## config.mk

```make
export PLATFORM = sky130hd
export DESIGN_NAME = alu_arbiter
export DESIGN_NICKNAME = d
export VERILOG_FILES = /design/src/rtl/alu_arbiter.sv
export SDC_FILE = /design/constraint.sdc
export NUM_CORES = 1
export LEC_CHECK = 0
export CAP_MARGIN = 10
export CORE_MARGIN = 5
export CORE_UTILIZATION = 30
export CTS_CLUSTER_SIZE = 10
export DETAILED_ROUTE_END_ITERATION = 12
export GPL_TIMING_DRIVEN = 0
export PLACE_DENSITY = 0.63
export SLEW_MARGIN = 5
export SYNTH_ARGS = -nofsm -noshare
export SYNTH_HDL_FRONTEND = slang
export SYNTH_SLANG_ARGS = --single-unit
```

## constraint.sdc

```tcl
create_clock -name clk -period 4.1 [get_ports clk]
set_clock_uncertainty 0.15 [all_clocks]
set_input_delay 0.82 -clock clk [delete_from_list [all_inputs] [get_ports clk]]
set_output_delay 0.82 -clock clk [all_outputs]
set_load 0.005 [all_outputs]
```

## src/rtl/alu_arbiter.sv

```systemverilog
// ---------------------------------------------------------------------------
// alu_arbiter
//
// Shares one combinational W-bit ALU between two requesters. Operations are
// accepted one at a time, round-robin between the requesters, and the chosen
// operation's opcode and operands are registered onto the ALU inputs. One
// cycle later the ALU result and N/Z status are captured and returned on the
// winning requester's response handshake.
//
// Ports
//   clk, rst                     clock, synchronous active-high reset
//   reqN_valid / reqN_ready      operation request handshake (N = 0, 1)
//   reqN_op, reqN_a, reqN_b      opcode and operands of the request
//   rspN_valid / rspN_ready      response handshake
//   rspN_result, rspN_status     captured result and status
//                                (10 negative, 01 zero, 00 positive, 11 illegal)
//   alu_opcode, alu_in0, alu_in1 registered ALU inputs
//   alu_out, alu_status          ALU outputs
//   dbg_state_o                  current FSM state (0 IDLE, 1 EXEC, 2 RESP)
//
// Handshake: a transfer happens on a rising edge where valid and ready are
// both high. reqN_ready is a combinational function of the registered state
// and the valids; requesters hold valid/op/operands stable until ready.
// rspN_valid stays high with stable data until rspN_ready is seen.
// ---------------------------------------------------------------------------
module alu_arbiter #(
    parameter int W = 16
) (
    input  logic         clk,
    input  logic         rst,
    input  logic         req0_valid,
    output logic         req0_ready,
    input  logic [2:0]   req0_op,
    input  logic [W-1:0] req0_a,
    input  logic [W-1:0] req0_b,
    input  logic         req1_valid,
    output logic         req1_ready,
    input  logic [2:0]   req1_op,
    input  logic [W-1:0] req1_a,
    input  logic [W-1:0] req1_b,
    output logic         rsp0_valid,
    input  logic         rsp0_ready,
    output logic [W-1:0] rsp0_result,
    output logic [1:0]   rsp0_status,
    output logic         rsp1_valid,
    input  logic         rsp1_ready,
    output logic [W-1:0] rsp1_result,
    output logic [1:0]   rsp1_status,
    output logic [2:0]   alu_opcode,
    output logic [W-1:0] alu_in0,
    output logic [W-1:0] alu_in1,
    input  logic [W-1:0] alu_out,
    input  logic [1:0]   alu_status,
    output logic [1:0]   dbg_state_o
);

    typedef enum logic [1:0] {
        S_IDLE = 2'd0,
        S_EXEC = 2'd1,
        S_RESP = 2'd2
    } state_t;

    state_t       state_q;
    logic         prio_q;     // requester favoured when both are valid
    logic         gnt_q;      // requester owning the in-flight operation
    logic [2:0]   op_q;
    logic [W-1:0] in0_q;
    logic [W-1:0] in1_q;
    logic [W-1:0] res_q;
    logic [1:0]   st_q;

    logic         gnt_d;      // requester that would be granted this cycle
    logic         accept;
    logic [2:0]   sel_op;
    logic [W-1:0] sel_a;
    logic [W-1:0] sel_b;
    logic         op_legal;
    logic         rsp_done;

    always_comb begin
        gnt_d = 1'b0;
        if (req0_valid && req1_valid) begin
            gnt_d = prio_q;
        end else begin
            // Only one (or no) requester valid: it wins regardless of prio.
            gnt_d = req1_valid;
        end
    end

    // Grants only in IDLE and never while reset is asserted.
    assign accept     = (state_q == S_IDLE) && !rst && (req0_valid || req1_valid);
    assign req0_ready = accept && !gnt_d;
    assign req1_ready = accept && gnt_d;

    assign sel_op = gnt_d ? req1_op : req0_op;
    assign sel_a  = gnt_d ? req1_a  : req0_a;
    assign sel_b  = gnt_d ? req1_b  : req0_b;

    assign op_legal = (op_q <= 3'd4);
    assign rsp_done = (state_q == S_RESP) && (gnt_q ? rsp1_ready : rsp0_ready);

    always_ff @(posedge clk) begin
        if (rst) begin
            state_q <= S_IDLE;
            prio_q  <= 1'b0;
            gnt_q   <= 1'b0;
            op_q    <= '0;
            in0_q   <= '0;
            in1_q   <= '0;
            res_q   <= '0;
            st_q    <= '0;
        end else begin
            case (state_q)
                S_IDLE: begin
                    if (accept) begin
                        op_q    <= sel_op;
                        in0_q   <= sel_a;
                        in1_q   <= sel_b;
                        gnt_q   <= gnt_d;
                        state_q <= S_EXEC;
                    end
                end
                S_EXEC: begin
                    // Opcodes 101-111 are not ALU operations; the ALU output
                    // is whatever it happens to produce, so it is discarded.
                    if (op_legal) begin
                        res_q <= alu_out;
                        st_q  <= alu_status;
                    end else begin
                        res_q <= '0;
                        st_q  <= 2'b11;
                    end
                    state_q <= S_RESP;
                end
                S_RESP: begin
                    if (rsp_done) begin
                        // Favour the requester that was not just served.
                        prio_q  <= ~gnt_q;
                        state_q <= S_IDLE;
                    end
                end
                default: begin
                    state_q <= S_IDLE;
                end
            endcase
        end
    end

    assign rsp0_valid  = (state_q == S_RESP) && !gnt_q;
    assign rsp1_valid  = (state_q == S_RESP) && gnt_q;
    assign rsp0_result = res_q;
    assign rsp1_result = res_q;
    assign rsp0_status = st_q;
    assign rsp1_status = st_q;

    assign alu_opcode  = op_q;
    assign alu_in0     = in0_q;
    assign alu_in1     = in1_q;
    assign dbg_state_o = state_q;

endmodule

```

* Word-level counts from Yosys, hierarchy flattened *
Cells that the tools add are included.

operators by class
  order comparisons = 1
  eq/ne operators = 4
  multiplexer cells = 10
  bitwise operators = 1
  reductions and logical operators = 16

operators with widths
  operator                                                         number
  16-bit 2-to-1 mux                                                3
  1-bit logical AND                                                8
  2-bit 2-to-1 mux                                                 3
  2-bit case mux with 3 select lines                               1
  2-bit AND reduction                                              3
  2-bit != test, second input constant                             2
  3-bit <= comparator, second input constant                       1
  1-bit logical NOT                                                3
  3-bit 2-to-1 mux                                                 1
  2-bit by 1-bit == test with 1-bit output, second input constant  1
  2-bit == test, second input constant                             1
  2-bit logical NOT                                                1
  1-bit 2-to-1 mux                                                 2
  1-bit logical OR                                                 1
  1-bit inverter                                                   1

storage, ports and cells
  flip-flop bits (word level) = 57
  output and inout port bits = 77

* Depth between registers and ports, before layout *
Gate-level depths: netlist (run 1).

  depth in word-level cells = 5
  mapped depth = 6
  gate-level depth less buffers = 3

* Worst setup path after synthesis (run 1) *
OpenSTA, ideal clock, no wires.

  path kind = input port to output port
  from = input req1_valid
  to = output req0_ready
  data arrival time = 1,706 ps
  required time = 3,130 ps
  slack = 1,424 ps
  cell stages on the path = 6
  path through = or2_1 > buf_6 > and2_4 > buf_6 > buf_6 > and2_1

on the way
  word-level cells in the longest chain between the ends = 4
  elaborated cells between the ends (all ways) = 6

ends and longest elaborated chain
  item                   line  RTL
  start, declared        36    input logic req1_valid,
  1-bit logical AND      82    if (req0_valid && req1_valid) begin
  1-bit 2-to-1 mux       82
  1-bit logical NOT      92    assign req0_ready = accept && !gnt_d;
  1-bit logical AND (*)  92
  end, declared          32    output logic req0_ready,

Every way passes the cells marked *; elsewhere a longest branch is shown, timed or not.

* Worst setup path after layout (run 1) *
  from = input req1_valid
  to = output req1_ready

on the way
  word-level cells in the longest chain between the ends = 3
  elaborated cells between the ends (all ways) = 5

ends and longest elaborated chain
  item                                                   line    RTL
  1-bit logical AND or 1-bit logical OR (tied branches)  82, 91
  1-bit 2-to-1 mux or 1-bit logical AND (tied branches)  82, 91
  1-bit logical AND (*)                                  93      assign req1_ready = accept && gnt_d;
  end, declared                                          37      output logic req1_ready,

Marked as above.

==> impl_results.md, run 1 <==
- Status: completed
- # H-tree levels: 3
- Netlist Area Pre-Place: 2980 sq um
- Slowest stage cell, crit path: clkdlybuf4s50_1
- Cells after synthesis: 331
- DRC errors left: 0
- Router iterations before antenna repair: 4
- Simple-gate portion of the synthesized area: 0.174
- EDFF count, synth: 0
- RD Place Congestion: 0.740
- GRT Residual Overflow: 0
- Setup Total Neg Slack: 0 ns
- Min-Delay Path Depth: 2
- Fin nets: around 600
- Vias: 3,237
- IO Pins: between 150 and 200
- Async S/R FF share, synth: 0
- Hold crit path type: flip-flop to flip-flop
- Post-synthesis compound-gate area fraction: 0.324
- Clk root buf: clkbuf_8
- Max incr delay on CP: 0.52 ns
- XOR/XNOR Fraction of Synth Area: 0
- Worst setup EP type: output port
- Maximum fanout along the worst path: 10
- Area grow syn2layout: 69.2%
- Largest net degree at the start of global routing: 11
- Delay-heaviest family, CP: buffers and inverters
- Top-count cell post-synth: dfxtp_1
- Number of CTS-inserted buffers: 9
- R2r startpoint: prio_q
- Die height: 110 um
- Worst-path clk slew: 0.06 ns
- CTS tree: yes
- Synth Net Count: around 430
- CP Cell Sequence: clkdlybuf4s50_1 > buf_2 > clkbuf_1 > nand3b_1 > inv_1 > clkdlybuf4s50_1
- Row cnt: 36
- Critical Path AT: 2.78 ns
- Fin crit period: 3.75 ns
- Unrepaired setup endpoints after global routing: no
- Crit path kind: input pin to output port
- R2r endpoint: alu_in1[0]
- Cell Pwr Density: 332 nW/um^2
- Main combinational cell family by area after synthesis: compound AO/OA/AOI/OAI gates
- Yosys warns: 0
- HP Start: rsp0_result[12]
- Period utilisation layout: 0.915
- CTS Hold Bufs: 0
- Vias in the first global route: 3,233
- Distinct cells, synth: 27
- Synth area leader: dfxtp_1
- CTS Buffer Depth: 2
- Post-synthesis mux area share: 0.00336
- Synthesized flop and latch total: 57
- Max cap viols: 0
- VDD IR-drop max: 149 uV
- Fmax: 0.266 GHz
- Setup ws final: 0.348 ns
- Worst slew pin tran: roughly 0.76 ns
- Adder-cell share of the synthesized area: 0
- Post-place setup slack: 0.318 ns
- Syn_area_per_cell: 9.01 sq um
- Startpoint types: input pin
- Antenna violations before repair: 0
- # setup viols final: 0
- Hpwl dp: 8.25 mm
- Sink Count: 57
- First DRT Iteration DRCs: 62
- Most used cell, CP: clkdlybuf4s50_1
- Primary FF master, synth: dfxtp_1
- Critical path buffer and inverter count: 5
- Post-DR wirelength/cell: 16.7 um
- Most common library cells after synthesis: dfxtp_1, a21oi_1, nand3b_1
- Fin. Hold Viols: 0
- Data required time at the worst endpoint: between 3 and 4 ns
- Hold EP: rsp0_result[12]
- Reg-to-reg slack, setup: 2.39 ns
- First-pass GRT wire length: between 15 and 20 mm
- Final Slew Violations: 0
- Max-Slew Margin vs Limit: 0.496
- Worst-Skew Late Latency: between 0.3 and 0.4 ns
- Post-CTS setup buffers: 0
- Worst-case reg-to-reg path depth: 5
- Post-synth top area share: 0.383
- Layout cells sized above 1: 0.149
- Ant. Diodes: 0
- Synth top area cells: dfxtp_1, a311oi_2, nand3b_1, a21oi_1, o21ai_0
- Starting density of the core: 0.307
- PortBufs: 170
- Core area: 9730 sq um
- P_leak: 1.72 nW
- Die area: 12,000 sq um
- Post-cts repair resize count: 0
- Sequential area share after synthesis: 0.383
- Total wire length: 10.8 mm
- Final antenna-violating net count: 0
- Vias per inst: 4.99
- Die width: 110 um
- GRT Resource Usage Total: 0.180
==> final cells by class <==
cell class	count	area, sq um
repair buffers	170	1700
flip-flops and latches	57	1140
multi-input cells	214	1500
plain buffers	56	332
well taps	133	166
inverters	4	15.0
clock buffers	12	155
clock inverters	3	40.0
fillers	967	4680
==> cells by family after synthesis <==
logic type	Yosys count
AOI/OAI and AO/OA	129
buffers and inverters	60
DFF	57
muxes	1
and+or+nand+nor	84
==> metal layers <==
metal	track usage	share of wire	up-vias
li1	-	-	1567
met1	0.227	0.44	1522
met2	0.300	0.46	143
met3	0.0482	0.089	5
met4	0.0534	0.0050	0
met5	0	0	-
==> flip-flops by register name (all words and copies together), names as in the netlist <==
| register | count |
|---|---|
| alu_in0 | 16 |
| alu_in1 | 16 |
| rsp0_result | 16 |
| alu_opcode | 3 |
| dbg_state_o | 2 |
| rsp0_status | 2 |
| gnt_q | 1 |
| prio_q | 1 |
==> cells in the final DEF (no fill, tap or decap), types with 2 or more instances in the layout <==
cell type and n:
a311oi_1 9, and3b_1 2, a21oi_1 54, nand2_1 17, buf_1 2, dfxtp_1 57
nand2b_1 2, buf_6 5, nor2_1 2, clkinv_2 2, buf_4 20, clkbuf_8 11
nand3_1 16, clkbuf_1 23, inv_1 4, o21ai_0 35, clkdlybuf4s50_1 170, a311oi_2 28
nor2b_1 2, buf_2 7, nand3b_1 38
==> power by group <==
part	leakage [nW]	switching (mW)	internal [mW]
Clock	0.102	0.221	0.309
Combinational	1.15	0.207	0.296
Sequential	0.469	0.0358	0.605
==> through the flow <==
stage	total power [mW]	cell area, sq um	util	instances	hold slack, ns
after floorplan	0.883	2980	-	331	0.300
after global placement	1.15	4850	0.499	634	0.305
after detailed placement	1.16	4850	0.499	634	0.310
after CTS	1.70	5050	0.519	649	0.319
after global routing	1.76	5050	0.519	649	0.349
final	1.67	5050	0.519	649	0.314
==> how the worst max path moves through the flow <==
| stage | end | slack [ns] | from | cells after the start |
|---|---|---|---|---|
| 2_1_floorplan | req0_ready | 1.42 | req1_valid | 6 |
| 3_3_place_gp | req1_ready | 0.33 | req1_valid | 6 |
| 3_5_place_dp | req1_ready | 0.32 | req1_valid | 6 |
| 4_1_cts | req1_ready | 0.31 | req1_valid | 6 |
| 5_1_grt | req1_ready | 0.25 | req1_valid | 6 |
| 6_report | req1_ready | 0.35 | req1_valid | 6 |
==> worst reg2reg max path, cell delays in order, from the launching register on <==
cell and delay [ns]:
dfxtp_1 0.33, nor2b_1 0.10, buf_2 0.21, clkbuf_1 0.41
o21ai_0 0.14, a311oi_1 0.27
Power figures use the tool's default switching activity.
==> run 2: changes to the inputs <==
- ABC_CLOCK_PERIOD_IN_PS: unset -> 4100
==> results of run 2 <==
Same layout as run 1: the final DEF is identical, and so are final timing and power.
